--- src/rtl/sprite_pkg.sv ---
// Shared constants for the bouncing-sprite block: FSM encodings and a width helper.
package sprite_pkg;

    localparam logic [2:0] ST_IDLE  = 3'd0;
    localparam logic [2:0] ST_DRAW  = 3'd1;
    localparam logic [2:0] ST_WAIT  = 3'd2;
    localparam logic [2:0] ST_ERASE = 3'd3;
    localparam logic [2:0] ST_MOVE  = 3'd4;

    // Ceiling log2, floored at 1 so the result can always size a vector.
    function automatic int clog2(input int n);
        int r;
        int v;
        r = 0;
        v = n - 1;
        while (v > 0) begin
            r = r + 1;
            v = v >> 1;
        end
        return (r < 1) ? 1 : r;
    endfunction

endpackage

--- src/rtl/sprite_bouncer_if.sv ---
// Pixel-write and sprite-ROM signals shared by the bouncer and its VGA/ROM side.
interface sprite_bouncer_if #(
    parameter int AW = 6,
    parameter int XW = 8,
    parameter int YW = 7,
    parameter int CW = 3
) ();
    // plot is a one-way write strobe with no backpressure: x/y/colour are meaningful
    // only in cycles where plot is high. rom_data answers rom_addr one clock later.
    logic [AW-1:0] rom_addr;
    logic [CW-1:0] rom_data;
    logic [XW-1:0] x;
    logic [YW-1:0] y;
    logic [CW-1:0] colour;
    logic          plot;

    modport master (
        output rom_addr,
        input  rom_data,
        output x,
        output y,
        output colour,
        output plot
    );

    modport slave (
        input  rom_addr,
        output rom_data,
        input  x,
        input  y,
        input  colour,
        input  plot
    );
endinterface

--- src/rtl/frame_tick_gen.sv ---
// Step tick: one-cycle pulse every TICK_DIV*FRAMES_PER_STEP clocks, free-running.
module frame_tick_gen
    import sprite_pkg::*;
#(
    parameter int TICK_DIV        = 833334,
    parameter int FRAMES_PER_STEP = 4
) (
    input  logic clock,
    input  logic resetn,
    output logic tick
);
    localparam int DW = clog2(TICK_DIV);
    localparam int FW = clog2(FRAMES_PER_STEP);
    localparam logic [DW-1:0] DIV_LAST = DW'(TICK_DIV - 1);
    localparam logic [FW-1:0] FRM_LAST = FW'(FRAMES_PER_STEP - 1);

    logic [DW-1:0] div_cnt;
    logic [FW-1:0] frm_cnt;
    logic          div_wrap;
    logic          frm_wrap;

    assign div_wrap = (div_cnt == DIV_LAST);
    assign frm_wrap = (frm_cnt == FRM_LAST);
    assign tick     = div_wrap && frm_wrap;

    always_ff @(posedge clock or negedge resetn) begin
        if (!resetn) begin
            div_cnt <= '0;
            frm_cnt <= '0;
        end else begin
            if (div_wrap) begin
                div_cnt <= '0;
                frm_cnt <= frm_wrap ? '0 : frm_cnt + FW'(1);
            end else begin
                div_cnt <= div_cnt + DW'(1);
            end
        end
    end
endmodule

--- src/rtl/sprite_bouncer.sv ---
// Bouncing sprite: erases the sprite, steps it one pixel diagonally with edge
// reflection, then redraws it from an external synchronous sprite ROM.
module sprite_bouncer
    import sprite_pkg::*;
#(
    parameter int SCREEN_W        = 160,
    parameter int SCREEN_H        = 120,
    parameter int SPR_W           = 8,
    parameter int SPR_H           = 8,
    parameter int COLOUR_BITS     = 3,
    parameter int TICK_DIV        = 833334,
    parameter int FRAMES_PER_STEP = 4,
    parameter int X0              = 0,
    parameter int Y0              = 60,
    parameter int TRANSPARENT     = 0,
    localparam int XW = clog2(SCREEN_W),
    localparam int YW = clog2(SCREEN_H)
) (
    input  logic                   clock,
    input  logic                   resetn,
    input  logic                   enable,
    input  logic [COLOUR_BITS-1:0] bg_colour,
    output logic                   busy,
    sprite_bouncer_if.master       bus,
    output logic [2:0]             fsm_state,
    output logic [XW-1:0]          pos_x,
    output logic [YW-1:0]          pos_y,
    output logic                   dir_right,
    output logic                   dir_down
);
    localparam int AW  = clog2(SPR_W * SPR_H);
    localparam int CLW = clog2(SPR_W);
    localparam int RLW = clog2(SPR_H);
    localparam logic [CLW-1:0] COL_LAST = CLW'(SPR_W - 1);
    localparam logic [RLW-1:0] ROW_LAST = RLW'(SPR_H - 1);
    localparam logic [XW-1:0]  X_MAX    = XW'(SCREEN_W - SPR_W);
    localparam logic [YW-1:0]  Y_MAX    = YW'(SCREEN_H - SPR_H);
    localparam bit             X_FIXED  = (SCREEN_W == SPR_W);
    localparam bit             Y_FIXED  = (SCREEN_H == SPR_H);
    localparam logic [COLOUR_BITS-1:0] TRANSP = COLOUR_BITS'(TRANSPARENT);

    logic           step_tick;
    logic [CLW-1:0] col;
    logic [RLW-1:0] row;
    logic [CLW-1:0] col_nx;
    logic [RLW-1:0] row_nx;
    logic           last_px;
    logic           issue_done;
    logic           draw_px;
    logic           erase_px;

    frame_tick_gen #(
        .TICK_DIV        (TICK_DIV),
        .FRAMES_PER_STEP (FRAMES_PER_STEP)
    ) u_tick (
        .clock  (clock),
        .resetn (resetn),
        .tick   (step_tick)
    );

    assign last_px = (col == COL_LAST) && (row == ROW_LAST);
    assign col_nx  = (col == COL_LAST) ? '0 : col + CLW'(1);
    assign row_nx  = (col == COL_LAST) ? row + RLW'(1) : row;

    // DRAW output pixels carry ROM data straight through, so the ROM's one-cycle
    // read latency lines up with the registered coordinates.
    assign bus.plot   = draw_px ? (bus.rom_data != TRANSP) : erase_px;
    assign bus.colour = draw_px ? bus.rom_data : (erase_px ? bg_colour : '0);
    assign busy       = (fsm_state == ST_DRAW) || (fsm_state == ST_ERASE) ||
                        (fsm_state == ST_MOVE);

    always_ff @(posedge clock or negedge resetn) begin
        if (!resetn) begin
            fsm_state    <= ST_IDLE;
            pos_x        <= XW'(X0);
            pos_y        <= YW'(Y0);
            dir_right    <= 1'b1;
            dir_down     <= 1'b0;
            col          <= '0;
            row          <= '0;
            issue_done   <= 1'b0;
            draw_px      <= 1'b0;
            erase_px     <= 1'b0;
            bus.rom_addr <= '0;
            bus.x        <= '0;
            bus.y        <= '0;
        end else begin
            case (fsm_state)
                ST_IDLE: fsm_state <= ST_DRAW;

                ST_DRAW: begin
                    if (!issue_done) begin
                        bus.x   <= pos_x + XW'(col);
                        bus.y   <= pos_y + YW'(row);
                        draw_px <= 1'b1;
                        if (last_px) begin
                            issue_done <= 1'b1;
                        end else begin
                            col          <= col_nx;
                            row          <= row_nx;
                            bus.rom_addr <= bus.rom_addr + AW'(1);
                        end
                    end else begin
                        // Scan counters return to zero so the next scan starts clean.
                        draw_px      <= 1'b0;
                        issue_done   <= 1'b0;
                        col          <= '0;
                        row          <= '0;
                        bus.rom_addr <= '0;
                        fsm_state    <= ST_WAIT;
                    end
                end

                ST_WAIT: begin
                    if (step_tick && enable) begin
                        bus.x     <= pos_x;
                        bus.y     <= pos_y;
                        erase_px  <= 1'b1;
                        fsm_state <= ST_ERASE;
                    end
                end

                ST_ERASE: begin
                    if (last_px) begin
                        erase_px  <= 1'b0;
                        col       <= '0;
                        row       <= '0;
                        fsm_state <= ST_MOVE;
                    end else begin
                        col   <= col_nx;
                        row   <= row_nx;
                        bus.x <= pos_x + XW'(col_nx);
                        bus.y <= pos_y + YW'(row_nx);
                    end
                end

                ST_MOVE: begin
                    // A boundary hit reverses direction and steps back in the same move.
                    if (!X_FIXED) begin
                        if (dir_right) begin
                            if (pos_x == X_MAX) begin
                                dir_right <= 1'b0;
                                pos_x     <= pos_x - XW'(1);
                            end else begin
                                pos_x <= pos_x + XW'(1);
                            end
                        end else begin
                            if (pos_x == '0) begin
                                dir_right <= 1'b1;
                                pos_x     <= pos_x + XW'(1);
                            end else begin
                                pos_x <= pos_x - XW'(1);
                            end
                        end
                    end
                    if (!Y_FIXED) begin
                        if (dir_down) begin
                            if (pos_y == Y_MAX) begin
                                dir_down <= 1'b0;
                                pos_y    <= pos_y - YW'(1);
                            end else begin
                                pos_y <= pos_y + YW'(1);
                            end
                        end else begin
                            if (pos_y == '0) begin
                                dir_down <= 1'b1;
                                pos_y    <= pos_y + YW'(1);
                            end else begin
                                pos_y <= pos_y - YW'(1);
                            end
                        end
                    end
                    fsm_state <= ST_DRAW;
                end

                default: fsm_state <= ST_IDLE;
            endcase
        end
    end
endmodule

--- src/flat_wrapper.sv ---
// flat-port wrapper written by rule: the top's interface ports become plain ports
module sprite_bouncer_flat import sprite_pkg::*;
#(
    parameter int SCREEN_W        = 160,
    parameter int SCREEN_H        = 120,
    parameter int SPR_W           = 8,
    parameter int SPR_H           = 8,
    parameter int COLOUR_BITS     = 3,
    parameter int TICK_DIV        = 833334,
    parameter int FRAMES_PER_STEP = 4,
    parameter int X0              = 0,
    parameter int Y0              = 60,
    parameter int TRANSPARENT     = 0,
    localparam int XW = clog2(SCREEN_W),
    localparam int YW = clog2(SCREEN_H)
)
  (clock, resetn, enable, bg_colour, busy, fsm_state, pos_x, pos_y, dir_right, dir_down, bus_rom_addr, bus_rom_data, bus_x, bus_y, bus_colour, bus_plot);
  sprite_bouncer_if #(.AW((6)), .XW((8)), .YW((7)), .CW((3))) bus_i ();
  input  logic clock;
  input  logic resetn;
  input  logic enable;
  input  logic [COLOUR_BITS-1:0] bg_colour;
  output logic busy;
  output logic [2:0] fsm_state;
  output logic [XW-1:0] pos_x;
  output logic [YW-1:0] pos_y;
  output logic dir_right;
  output logic dir_down;
  output wire logic [$bits(bus_i.rom_addr)-1:0] bus_rom_addr;
  input wire logic [$bits(bus_i.rom_data)-1:0] bus_rom_data;
  output wire logic [$bits(bus_i.x)-1:0] bus_x;
  output wire logic [$bits(bus_i.y)-1:0] bus_y;
  output wire logic [$bits(bus_i.colour)-1:0] bus_colour;
  output wire logic [$bits(bus_i.plot)-1:0] bus_plot;
  assign bus_rom_addr = bus_i.rom_addr;
  assign bus_i.rom_data = bus_rom_data;
  assign bus_x = bus_i.x;
  assign bus_y = bus_i.y;
  assign bus_colour = bus_i.colour;
  assign bus_plot = bus_i.plot;
  sprite_bouncer #(.SCREEN_W(SCREEN_W), .SCREEN_H(SCREEN_H), .SPR_W(SPR_W), .SPR_H(SPR_H), .COLOUR_BITS(COLOUR_BITS), .TICK_DIV(TICK_DIV), .FRAMES_PER_STEP(FRAMES_PER_STEP), .X0(X0), .Y0(Y0), .TRANSPARENT(TRANSPARENT)) u_core (.clock(clock), .resetn(resetn), .enable(enable), .bg_colour(bg_colour), .busy(busy), .bus(bus_i), .fsm_state(fsm_state), .pos_x(pos_x), .pos_y(pos_y), .dir_right(dir_right), .dir_down(dir_down));
endmodule
--- config.mk ---
export PLATFORM = sky130hd
export DESIGN_NAME = sprite_bouncer_flat
export DESIGN_NICKNAME = d
export VERILOG_FILES = /design/src/rtl/sprite_pkg.sv /design/src/rtl/sprite_bouncer_if.sv /design/src/rtl/frame_tick_gen.sv /design/src/rtl/sprite_bouncer.sv /design/src/flat_wrapper.sv
export SDC_FILE = /design/constraint.sdc
export NUM_CORES = 1
export LEC_CHECK = 0
export BUFFER_PORTS_ARGS = -buffer_cell sky130_fd_sc_hd__buf_2
export CAP_MARGIN = 20
export CORE_ASPECT_RATIO = 1.2
export CORE_MARGIN = 5
export CORE_UTILIZATION = 46
export DETAILED_ROUTE_END_ITERATION = 16
export PLACE_DENSITY = 0.68
export SLEW_MARGIN = 10
export SYNTH_ARGS = -nofsm -noshare
export SYNTH_HDL_FRONTEND = slang
export SYNTH_HIERARCHICAL = 1
export SYNTH_SLANG_ARGS = --single-unit
--- constraint.sdc ---
create_clock -name clock -period 7.55 [get_ports clock]
set_input_delay 0.3775 -clock clock [delete_from_list [all_inputs] [get_ports clock]]
set_output_delay 0.3775 -clock clock [all_outputs]
set_load 0.05 [all_outputs]
======== Yosys cells after proc, flatten, opt, wreduce, memory -nomap -nowiden ========
Cells that the tools add are included.
storage, ports and cells
  logic and storage cells ................. 110
  output and inout bits ................... 46
  bits of input ports ..................... 9
  bits in registers ....................... 72
operators by class
  add/subtract/negate cells ............... 13
  reductions and logical operators ........ 18
  mux-type cells .......................... 47
  equality and inequality tests ........... 17
operators by type and width
  operator                                                            number
  8-bit 2-to-1 mux                                                    6
  7-bit 2-to-1 mux                                                    6
  3-bit 2-to-1 mux                                                    13
  8-bit one-hot mux with 3 select lines                               1
  7-bit one-hot mux with 3 select lines                               1
  20-bit by 1-bit adder with 20-bit output, second input constant     1
  20-bit == test, second input constant                               1
  20-bit 2-to-1 mux                                                   1
  8-bit by 3-bit adder with 8-bit output                              2
  7-bit by 3-bit adder with 7-bit output                              2
  1-bit 2-to-1 mux                                                    12
  6-bit 2-to-1 mux                                                    2
  3-bit one-hot mux with 2 select lines                               2
  3-bit one-hot mux with 4 select lines                               1
  3-bit == test, second input constant                                3
  8-bit by 1-bit adder with 8-bit output, second input constant       1
  8-bit == test, second input constant                                1
  8-bit logical NOT                                                   1
  8-bit by 1-bit subtractor with 8-bit output, second input constant  1
  7-bit by 1-bit adder with 7-bit output, second input constant       1
  7-bit == test, second input constant                                1
  7-bit logical NOT                                                   1
  7-bit by 1-bit subtractor with 7-bit output, second input constant  1
  3-bit by 1-bit adder with 3-bit output, second input constant       2
  other kinds (19)                                                    31

======== Longest topological paths before layout ========
Gate-level depths: netlist (run 1).
  depth in word-level cells ............... 5
  depth in mapped cells ................... 12
  mapped depth without buffers ............ 12

======== By module ========
The synthesis (run 1) kept the hierarchy.
modules (own cells, without submodules)
  module          cells an instance  area an instance (sq um)  instances  seq. area each (sq um)
  sprite_bouncer  360                3184.3                    1          1257.5
  frame_tick_gen  103                1089.8                    1          550.5

======== Worst setup path before layout (run 1) ========
Ideal clock, no wire load.
  path kind ............................... register -> register
  from .................................... register u_core.fsm_state[1]
  to ...................................... register u_core.bus.y[6]
  required time ........................... 7.467 ns
  buffers on the path ..................... 2
  setup time .............................. 0.083 ns
  path slack .............................. 4.790 ns
  period minus slack after synthesis ...... 2.760 ns
  arrival time ............................ 2.677 ns
  stages on the path, launching flop included .. 12
  cell sequence ........................... dfrtp_1 > buf_2 > and3b_1 > clkbuf_1 > nand2_1 > mux2_2 > fa_1 > a21o_1 > nand3_1 > nor2_1 > xnor2_1 > o21ai_0
on the way
  cells in the longest elaborated chain, start to end .. 3
  elaborated cells between the ends (all ways) .. 9
  classes of those cells .................. eq/ne: 6; mux: 1; reduce/logical: 2
RTL lines
  what                                                                                                  RTL line                 text
  start, declared                                                                                       sprite_bouncer.sv:25     output logic [2:0] fsm_state,
  start signal, assigned                                                                                sprite_bouncer.sv:74     fsm_state <= ST_IDLE;
  start signal, assigned                                                                                sprite_bouncer.sv:89     ST_IDLE: fsm_state <= ST_DRAW;
  start signal, assigned                                                                                sprite_bouncer.sv:110    fsm_state <= ST_WAIT;
  3-bit by 1-bit == test with 1-bit output or 3-bit by 2-bit == test with 1-bit output (tied branches)  sprite_bouncer.sv:88     case (fsm_state)
  2-bit != test (no source line), or another cell as far along                                          -
  4-bit AND reduction (no source line)                                                                  -
  end signal, assigned                                                                                  sprite_bouncer.sv:94     bus.y <= pos_y + YW'(row);
  end signal, assigned                                                                                  sprite_bouncer.sv:117    bus.y <= pos_y;
  end signal, assigned                                                                                  sprite_bouncer.sv:133    bus.y <= pos_y + YW'(row_nx);
  end, declared                                                                                         sprite_bouncer_if.sv:21  output y,
Several ways; a longest one is shown, not always the timed one.
A chain may end at the register's enable or synchronous reset.

======== Worst setup path in the final report (run 1) ========
  from .................................... register u_core.u_tick.div_cnt[1]
  to ...................................... register u_core.bus.x[4]
on the way
  cells in the longest elaborated chain, start to end .. 5
RTL lines
  what                                                       RTL line                 text
  start, declared                                            frame_tick_gen.sv:17     logic [DW-1:0] div_cnt;
  start signal, assigned                                     frame_tick_gen.sv:35     div_cnt <= div_cnt + DW'(1);
  20-bit == test                                             frame_tick_gen.sv:22     assign div_wrap = (div_cnt == DIV_LAST);
  1-bit logical AND                                          frame_tick_gen.sv:24     assign tick = div_wrap && frm_wrap;
  named net u_core.step_tick                                 sprite_bouncer.sv:42     logic step_tick;
  1-bit logical AND                                          sprite_bouncer.sv:115    if (step_tick && enable) begin
  2-bit by 1-bit != test with 1-bit output (no source line)  -
  4-bit AND reduction (no source line)                       -
  end signal, assigned                                       sprite_bouncer.sv:93     bus.x <= pos_x + XW'(col);
  end signal, assigned                                       sprite_bouncer.sv:116    bus.x <= pos_x;
  end signal, assigned                                       sprite_bouncer.sv:132    bus.x <= pos_x + XW'(col_nx);
  end, declared                                              sprite_bouncer_if.sv:20  output x,
The timed path passes the listed nets, and every way through them passes these cells.

==> flow_summary.toml, run 1 <==
[global_route]
grt_max_degree = 73
grt.overflow.total = 0
grt_pass1_vias = 3404
grt_pass1_wl_mm = 16.0
antenna_found_initial = 0
grt_usage_pct = 17.3

[pwr]
leakage_nw = 2.25
ir_drop_uv = 78.4
power_density_nw_per_um2 = 152

[synth]
netlist_instances = 463
synth_top_area_share_pct = 39.2
postSynth.asyncResetShare_pct = 100
yosysWarnings = 6
syn_area_per_cell_um2 = 9.23
syn-num-nets = 494
synth_area_leader_cell = "dfrtp_1"
synthTopCellsByArea = "dfrtp_1, ha_1, nand2_1"
synth_edf_count = 0
synth-main-ff-cell = "dfrtp_1"
synth_area_um2 = 4270
synth_seq_cells = 72
ys_seq_area_share_pct = 42.3
ys_types = 55

[clock_tree]
clock_latency_ps = 350
ctsHoldBuffers = 0
cts-buffers-inserted = 9
clk_pin_slew_worst_paths_ps = 80
root_buffer = "clkbuf_8"
cts.path.max_buffers = 2
clock_sinks = 72
cts_htree_levels = 3
postCtsSetupRepairBufs = 0
cts_tree = "built"
cts_resized = 0

[final_layout]
layout-drive-gt1-share_pct = 19.1
fillers = 857
layout_commonest_cell = "dfrtp_1"
diodes = 0
fin_cells = 629
mostFrequentLayoutCells = "dfrtp_1, nand2_1, buf_2"
area_growth_pct = 12.6
nNetsFinal = 535

[detailed_routing]
wire_per_inst_um = 15.0
drtIter0Drc = 128
vias = 3482
wirelength_mm = 9.41
postRouteAntennaNets = 0
viasPerCell = 5.54
drc_errors = 0
drtPass1Iterations = 4

[floorplanning]
fp.dieH_um = 116
core-area_um2 = 9080
fp-row-count = 38
initial_utilization_pct = 47.1
die_area_um2 = 11300
die_w_um = 98.0
ios = 55

[sta]
finalSetupViolations = 0
min_period_ps = 2920
skew_ps = 7.55
final.setup.tns_ps = 0
rsz0062_at_grt = "no"
post-route-period-util_pct = 38.7
relSlewSlack_pct = 39.5
drv_slew = 0
fmax_mhz = 343
hold_viol_final = 0
tightest_slew_ps = 908

[placed_design]
place_congestion = 0.841
port_buffers = 54
hpwl_mm = 6.66
place_inst = 613

[setup_path]
cp_data_required_time_ps = 7750
end_kind = "register"
startpoint_type = "register"
path_cells = "inv_1, ha_1, or4b_2, nor4_1, and2_1, and3b_1, a21oi_1, a211o_1, nand2_1, o21ai_0"
critPathMaxFanout = 30
critPathKind = "register to register"
slowest_delay_ps = 650
worstPathArrival_ps = 3120
cp.buffers_inverters = 1
crit_family = "simple AND/OR/NAND/NOR gates"
crit_path_top_delay_cell = "or4b_2"

[outcome]
outcome = "finished clean"

[hold_path]
hold_class = "input pin to asynchronous set/reset pin"

[run]
maxCapViolations = 0
final timing paths:
check                                    startpoint                        end  slack (ps)  cells after the start
max in group asynchronous                    resetn            u_core/bus.y[0]        6720                      2
max                        u_core/u_tick/div_cnt[1]            u_core/bus.x[4]        4630                     10
max reg2reg                u_core/u_tick/div_cnt[1]            u_core/bus.x[4]        4630                     10
min reg2reg                         u_core/bus.y[5]            u_core/bus.y[5]         480                      2
min in group clock                           enable            u_core/erase_px         320                      3
min                                          resetn  u_core/u_tick/div_cnt[10]         240                      2
per-stage QoR:
stage | total power (W) | util, % | worst slack (ps) | instance area, um^2 | hold WS [ps]
global route | 0.000762 | 53.0 | 4340 | 4810 | 325
detailed placement | 0.000410 | 50.7 | 4610 | 4600 | 469
finish | 0.000732 | 53.0 | 4630 | 4810 | 241
floorplan | 0.000398 | - | 4790 | 4270 | 81.9
CTS | 0.000744 | 53.0 | 4610 | 4810 | 274
global placement | 0.000409 | 50.7 | 4720 | 4600 | 461
metal layers:
metal,global-route usage (%),wire length (um),up-vias
met3,4.82,469,7
li1,-,-,1710
met2,28.9,4510,75
met1,22.0,4340,1690
met4,4.99,87,0
met5,0,0,-
cell type report:
type / count / area [um^2] / area share (%)
inverter: 12 / 45.0 / 0.936
tap: 120 / 150 / 3.12
clock inverter: 5 / 81.3 / 1.69
clock buffer: 11 / 131 / 2.73
multi-input combinational: 352 / 2310 / 47.9
sequential: 72 / 1810 / 37.6
timing repair buffer: 57 / 293 / 6.08
kinds of logic after synthesis:
group | share of synthesized area (%)
multiplexers | 3.43
XOR/XNOR | 8.40
flip-flops | 42.3
buffers and inverters | 3.75
adder cells (fa/ha/maj) | 6.79
AO/OA/AOI/OAI | 13.8
AND/OR/NAND/NOR | 21.5
report_power, final:
part / leakage [nW] / switching (W) / internal [W]
clock: 0.104 / 0.000145 / 0.000186
sequential: 0.924 / 0 / 0.000386
combinational: 1.22 / 0.0000125 / 0.00000318
total: 2.25 / 0.000157 / 0.000575
cell usage after synthesis, drive strengths merged (3+ instances only):
| cell | instances |
|---|---|
| or3 | 5 |
| dfrtp | 67 |
| o21ai | 36 |
| ha | 20 |
| mux2i | 9 |
| a31oi | 5 |
| dfstp | 5 |
| nand4 | 12 |
| a22o | 5 |
| nand3 | 15 |
| nor3 | 13 |
| xnor2 | 24 |
| nor3b | 5 |
| inv | 12 |
| nor2 | 40 |
| nor4 | 6 |
| clkbuf | 22 |
| nand2 | 57 |
| mux2 | 5 |
| buf | 5 |
| o22ai | 3 |
| or3b | 4 |
| and3 | 3 |
| or2 | 5 |
| xor2 | 17 |
| a21o | 5 |
| a21oi | 26 |
flip-flops by register name (all words and copies together) (netlist names), 2 cells and up:
| name | count |
|---|---|
| u_core/bus.rom_addr | 6 |
| u_core/bus.x | 8 |
| u_core/bus.y | 7 |
| u_core/col | 3 |
| u_core/fsm_state | 3 |
| u_core/pos_x | 8 |
| u_core/pos_y | 7 |
| u_core/row | 3 |
| u_core/u_tick/div_cnt | 20 |
| u_core/u_tick/frm_cnt | 2 |
Power figures use the tool's default switching activity.
==> inputs of run 2 (changes only) <==
clock period = 2.7 ns   (was 7.55 ns; I/O delays follow)
==> run 2 against run 1 <==
Net effect: wire length rose by 3.3%; non-clock buffer count rose by 20; global-route usage rose by 0.48 points; critical path depth fell by 1; total power rose to 2.8 times the previous value; critical endpoint is now u_core/bus.y[4]; first-iteration DRC count rose by 2.3%; final cell count rose by 3.2%; sequential share of layout area fell by 1.4 points; register-to-register slack got worse by 4400 ps.
==> flow_summary.toml, run 2 (synthesis results as in run 1) <==
[outcome]
outcome = "finished clean"

[setup_path]
critPathKind = "register to register"
startpoint_type = "register"
crit_path_top_delay_cell = "fa_1"
worstPathArrival_ps = 2720
cp_data_required_time_ps = 2940
end_kind = "register"
path_cells = "ha_1, ha_1, nand2_1, mux2_2, fa_1, a21o_1, nand3_1, xor2_1, o21ai_0"
slowest_delay_ps = 440
critPathMaxFanout = 4
path_common_cell = "ha_1"

[clock_tree]
clock_latency_ps = 360
cts_htree_levels = 3
clock_sinks = 72
clk_pin_slew_worst_paths_ps = 70
cts.path.max_buffers = 2
root_buffer = "clkbuf_8"
cts-buffers-inserted = 9
cts_tree = "built"

[detailed_routing]
drtIter0Drc = 131
wire_per_inst_um = 15.0
dr.max_layer_used = "met4"
drtPass1Iterations = 6
postRouteAntennaNets = 0
viasPerCell = 5.49
wl_met3_um = 495
drc_errors = 0
vias = 3563
wirelength_mm = 9.72
dr_wl_met2_mm = 4.78
met1Wirelength_mm = 4.32

[pwr]
leakage_nw = 2.37
power_density_nw_per_um2 = 409
ir_drop_uv = 211

[global_route]
antenna_found_initial = 0
grt_pass1_wl_mm = 16.3
grt_usage_pct = 17.7
grt_pass1_vias = 3424
grt.overflow.total = 0
grt_max_degree = 39

[final_layout]
fin_util_pct = 55.2
largest_reg_flops = 20
diodes = 0
nNetsFinal = 555
area_growth_pct = 17.3
mostFrequentLayoutCells = "dfrtp_1, nand2_1, buf_2"
reg.largest.list = "u_core/u_tick/div_cnt (20), u_core/bus.x (8), u_core/pos_x (8)"
layout_commonest_cell = "dfrtp_1"
layout-drive-gt1-share_pct = 22.9
regMostFlops = "u_core/u_tick/div_cnt"

[placed_design]
place_congestion = 0.813
port_buffers = 54
hpwl_mm = 7.09

[floorplanning]
die_w_um = 98.0
initial_utilization_pct = 47.1
fp.dieH_um = 116
die_area_um2 = 11300
ios = 55
fp-row-count = 38
core-area_um2 = 9080

[sta]
relSlewSlack_pct = 44.2
rsz0062_at_grt = "no"
final.setup.tns_ps = 0
drv_slew = 0
worst_hold_slack_ps = 57.0
hold_viol_final = 0
tightest_slew_ps = 837
fmax_mhz = 402
min_period_ps = 2490
post-route-period-util_pct = 92.1
finalSetupViolations = 0
skew_ps = 8.20

[run]
maxCapViolations = 0

[hold_path]
hold_class = "input pin to register"
==> run 2: cell types whose count changed in the layout (fill, tap and decap cells not counted), moves of 2 or more <==
cell,delta
clkbuf_8,+4
dfrtp_2,+2
buf_4,+17
buf_12,+2
dfrtp_1,-2
==> run 2: area by class of cell <==
cell class	count	area, um^2
Multi-Input combinational cell	352	2320
Timing Repair Buffer	77	470
Clock inverter	2	35.0
Clock buffer	14	183
Inverter	12	45.0
Fill cell	843	4070
Tap cell	120	150
Sequential cell	72	1810
==> run 2: path summary, 6_finish.rpt <==
check                                               to  cells past startpoint  slack [ps]             from
worst min register to register         u_core/bus.y[3]                      2         490  u_core/bus.y[3]
worst max-delay path                   u_core/bus.y[4]                      9         210    u_core/col[0]
max in group asynchronous             u_core/dir_right                      3        1530           resetn
worst min-delay path                   u_core/erase_px                      3          60           enable
min in group asynchronous       u_core/bus.rom_addr[1]                      2         440           resetn
worst max register to register         u_core/bus.y[4]                      9         210    u_core/col[0]
==> run 2: per-stage QoR <==
step | power (W) | cell area [um^2] | instances | setup WS (ps)
6_report | 0.00205 | 5010 | 649 | 213
5_1_grt | 0.00213 | 5010 | 649 | 31.7
4_1_cts | 0.00208 | 5000 | 649 | 63.0
3_5_place_dp | 0.00115 | 4770 | 632 | 81.6
3_3_place_gp | 0.00115 | 4770 | 632 | 151
2_1_floorplan | 0.00111 | 4280 | 463 | 92.3
==> run 2: critical path: cells and delay by family (launching register included) <==
kind	cells	cell delay, ps
adders and majority gates	3	880
DFF	1	420
muxes	1	380
AOI/OAI and AO/OA	2	300
and+or+nand+nor	2	210
xor gates and xnor gates	1	190
==> run 2: metal layers <==
metal | track usage [%] | vias to the layer above
li1 | - | 1748
met1 | 22.7 | 1727
met2 | 29.6 | 78
met3 | 4.09 | 10
met4 | 6.56 | 0
met5 | 0 | -
==> run 2: repair_timing <==
action | CTS | global route
endpoints found under the setup margin | 0 | 15
hold buffers | 1 | 0
setup buffers | 0 | 0
hold endpoints to repair | 30 | 0
resized for setup | 0 | 4
==> run 2: power by group <==
part / internal (W) / switching (W)
clock: 0.000527 / 0.000396
sequential: 0.00108 / 0
combinational: 0.0000118 / 0.0000358
total: 0.00162 / 0.000432
==> inputs of run 3 (changes only) <==
SYNTH_HIERARCHICAL = unset   (was 1)
==> run 3 against run 2 <==
Net effect: the run now ends with negative hold slack left; global-route usage increased by 0.32 points; clock skew decreased by 0.71 ps; non-clock buffer count decreased by 6; via count increased by 2.6%; die area increased by 1.4%; area after synthesis increased by 1.5%; register-to-register slack improved by 20 ps; largest cell class unchanged.
==> flow_summary.toml, run 3 <==
[pwr]
leakage_nw = 2.38
ir_drop_uv = 218
power.share.clock_pct = 46.3
netSwitchingPower_w = 0.000432
power_w = 0.00209
intPower_w = 0.00166
sequentialPowerShare_pct = 51.6
power_frac_comb_pct = 2.1
swShare_pct = 20.7
power_density_nw_per_um2 = 416

[synth]
syn-num-nets = 499
postSynth.asyncResetShare_pct = 100
synth-main-ff-cell = "dfrtp_1"
ys_types = 63
synth_area_leader_cell = "dfrtp_1"
synth_area_um2 = 4340
yosysMostFrequentCell = "dfrtp_1"
yosysWarnings = 0
synth_common_cells = "dfrtp_1, nand2_1, o21ai_0, nor2_1, inv_1"
synthTopCellsByArea = "dfrtp_1, ha_1, xnor2_1"
syn_area_per_cell_um2 = 9.27
synth_seq_cells = 72
ys_seq_area_share_pct = 41.7
netlist_instances = 468
synth_edf_count = 0
synth_top_area_share_pct = 38.7

[setup_path]
worstPathArrival_ps = 2710
r2r_slack_ps = 230
critPathMaxFanout = 4
end_kind = "register"
startpoint_type = "register"
critPathKind = "register to register"
cp_data_required_time_ps = 2940

[global_route]
grt_pass1_wl_mm = 16.9
grt_pass1_vias = 3596
grt_max_degree = 73
antenna_found_initial = 0
grt.overflow.total = 0
grt_usage_pct = 18.1

[final_layout]
diodes = 0
largest_reg_flops = 20
mostFrequentLayoutCells = "dfrtp_1, buf_2, nand2_1"
layout-drive-gt1-share_pct = 21.5
layout_commonest_cell = "dfrtp_1"
nNetsFinal = 557
regMostFlops = "u_core.u_tick.div_cnt"
reg.largest.list = "u_core.u_tick.div_cnt (20), u_core.bus.x (8), u_core.pos_x (8)"
area_growth_pct = 15.8
fillers = 877
fin_cells = 651

[clock_tree]
clock_sinks = 72
clock_latency_ps = 350
clk_pin_slew_worst_paths_ps = 70
cts_htree_levels = 3
cts_tree = "built"
root_buffer = "clkbuf_8"
cts-buffers-inserted = 9
cts.path.max_buffers = 2
postCtsSetupRepairBufs = 0
cts_resized = 0
ctsHoldBuffers = 0

[detailed_routing]
vias = 3654
drtPass1Iterations = 5
drc_errors = 0
postRouteAntennaNets = 0
viasPerCell = 5.61
wirelength_mm = 9.77
drtIter0Drc = 119
wire_per_inst_um = 15.0

[floorplanning]
fp.dieH_um = 116
core-area_um2 = 9130
die_w_um = 98.7
fp-row-count = 38
initial_utilization_pct = 47.5
die_area_um2 = 11500
ios = 55

[placed_design]
place_ws_ps = 175
place_congestion = 0.831
hpwl_mm = 7.09
place_inst = 635
port_buffers = 54

[sta]
drv_slew = 0
final.setup.tns_ps = 0
post-route-period-util_pct = 91.3
rsz0062_at_grt = "no"
fmax_mhz = 406
min_period_ps = 2470
hold_viol_final = 13
tightest_slew_ps = 900
finalSetupViolations = 0
skew_ps = 7.50
setup_ws_ps = 234
worst_hold_slack_ps = -3.82
relSlewSlack_pct = 40.0

[outcome]
violations = "negative hold slack"
outcome = "finished with violations"

[run]
maxCapViolations = 0

[hold_path]
hold_class = "input pin to asynchronous set/reset pin"
[run 3: cell types whose count changed in the layout (fill, tap and decap cells not counted), sizes merged, moves of 5 or more]
cell,delta
nand3,+11
inv,+15
or2,-5
buf,-5
a22oi,+7
a21oi,-5
nand2,-9
nor2,-8
[run 3: cells by family (layout without fill, tap and decap cells)]
| family | count (synthesis) | after routing | synth area share [%] |
|---|---|---|---|
| simple gates | 169 | 169 | 20.0 |
| mux | 13 | 13 | 3.20 |
| flops | 72 | 72 | 41.7 |
| xor+xnor | 38 | 38 | 7.67 |
| compound gates | 103 | 103 | 15.8 |
| fa+ha+maj | 22 | 22 | 6.69 |
| buf+inv | 51 | 114 | 4.87 |
[run 3: cell type report]
class | instances | area [um^2] | share of cell area [%]
tap | 120 | 150 | 2.99
clock inverter | 3 | 65.1 | 1.30
clock buffer | 13 | 159 | 3.16
sequential | 72 | 1810 | 36.1
timing repair buffer | 71 | 398 | 7.92
inverter | 27 | 101 | 2.02
multi-input combinational | 345 | 2340 | 46.5
[run 3: final timing paths]
check,cells after the start,endpoint,from
hold reg to reg,1,u_core.bus.x[7],u_core.bus.x[7]
setup reg to reg,11,u_core.bus.y[6],u_core.col[1]
hold / removal,2,u_core.bus.y[3],resetn
setup / recovery,11,u_core.bus.y[6],u_core.col[1]
min in group clock,4,u_core.fsm_state[0],enable
max in group asynchronous,2,u_core.fsm_state[0],resetn
[run 3: per-stage QoR]
stage                     cell area [um^2]  utilization (%)
after CTS                             5010             54.9
after detailed placement              4790             52.5
after global routing                  5020             55.0
after global placement                4790             52.5
after floorplan                       4360                -
final                                 5020             55.0
[run 3: metal layers]
metal | part of all wire (%) | routed length, um | track usage (%)
met1 | 44 | 4320 | 23.0
met2 | 49 | 4770 | 30.0
met3 | 4.8 | 466 | 4.18
met4 | 2.1 | 207 | 7.10
met5 | 0 | 0 | 0
[run 3: power by group through the flow]
stage,logic (W),clock network [W],registers [W]
after floorplan,0.0000137,0,0.00110
after global placement,0.0000459,0,0.00110
after detailed placement,0.0000470,0,0.00110
after CTS,0.0000471,0.000994,0.00108
after global routing,0.0000508,0.00103,0.00108
final,0.0000441,0.000967,0.00108
[run 3: critical path, stage by stage (launching register included)]
cell	delay, ps
dfrtp_1	390
ha_1	190
ha_1	220
nand2_1	80
xnor2_1	130
ha_1	210
fa_1	410
a21oi_1	200
nor3_1	90
nand3_1	100
xnor2_1	70
mux2_2	270
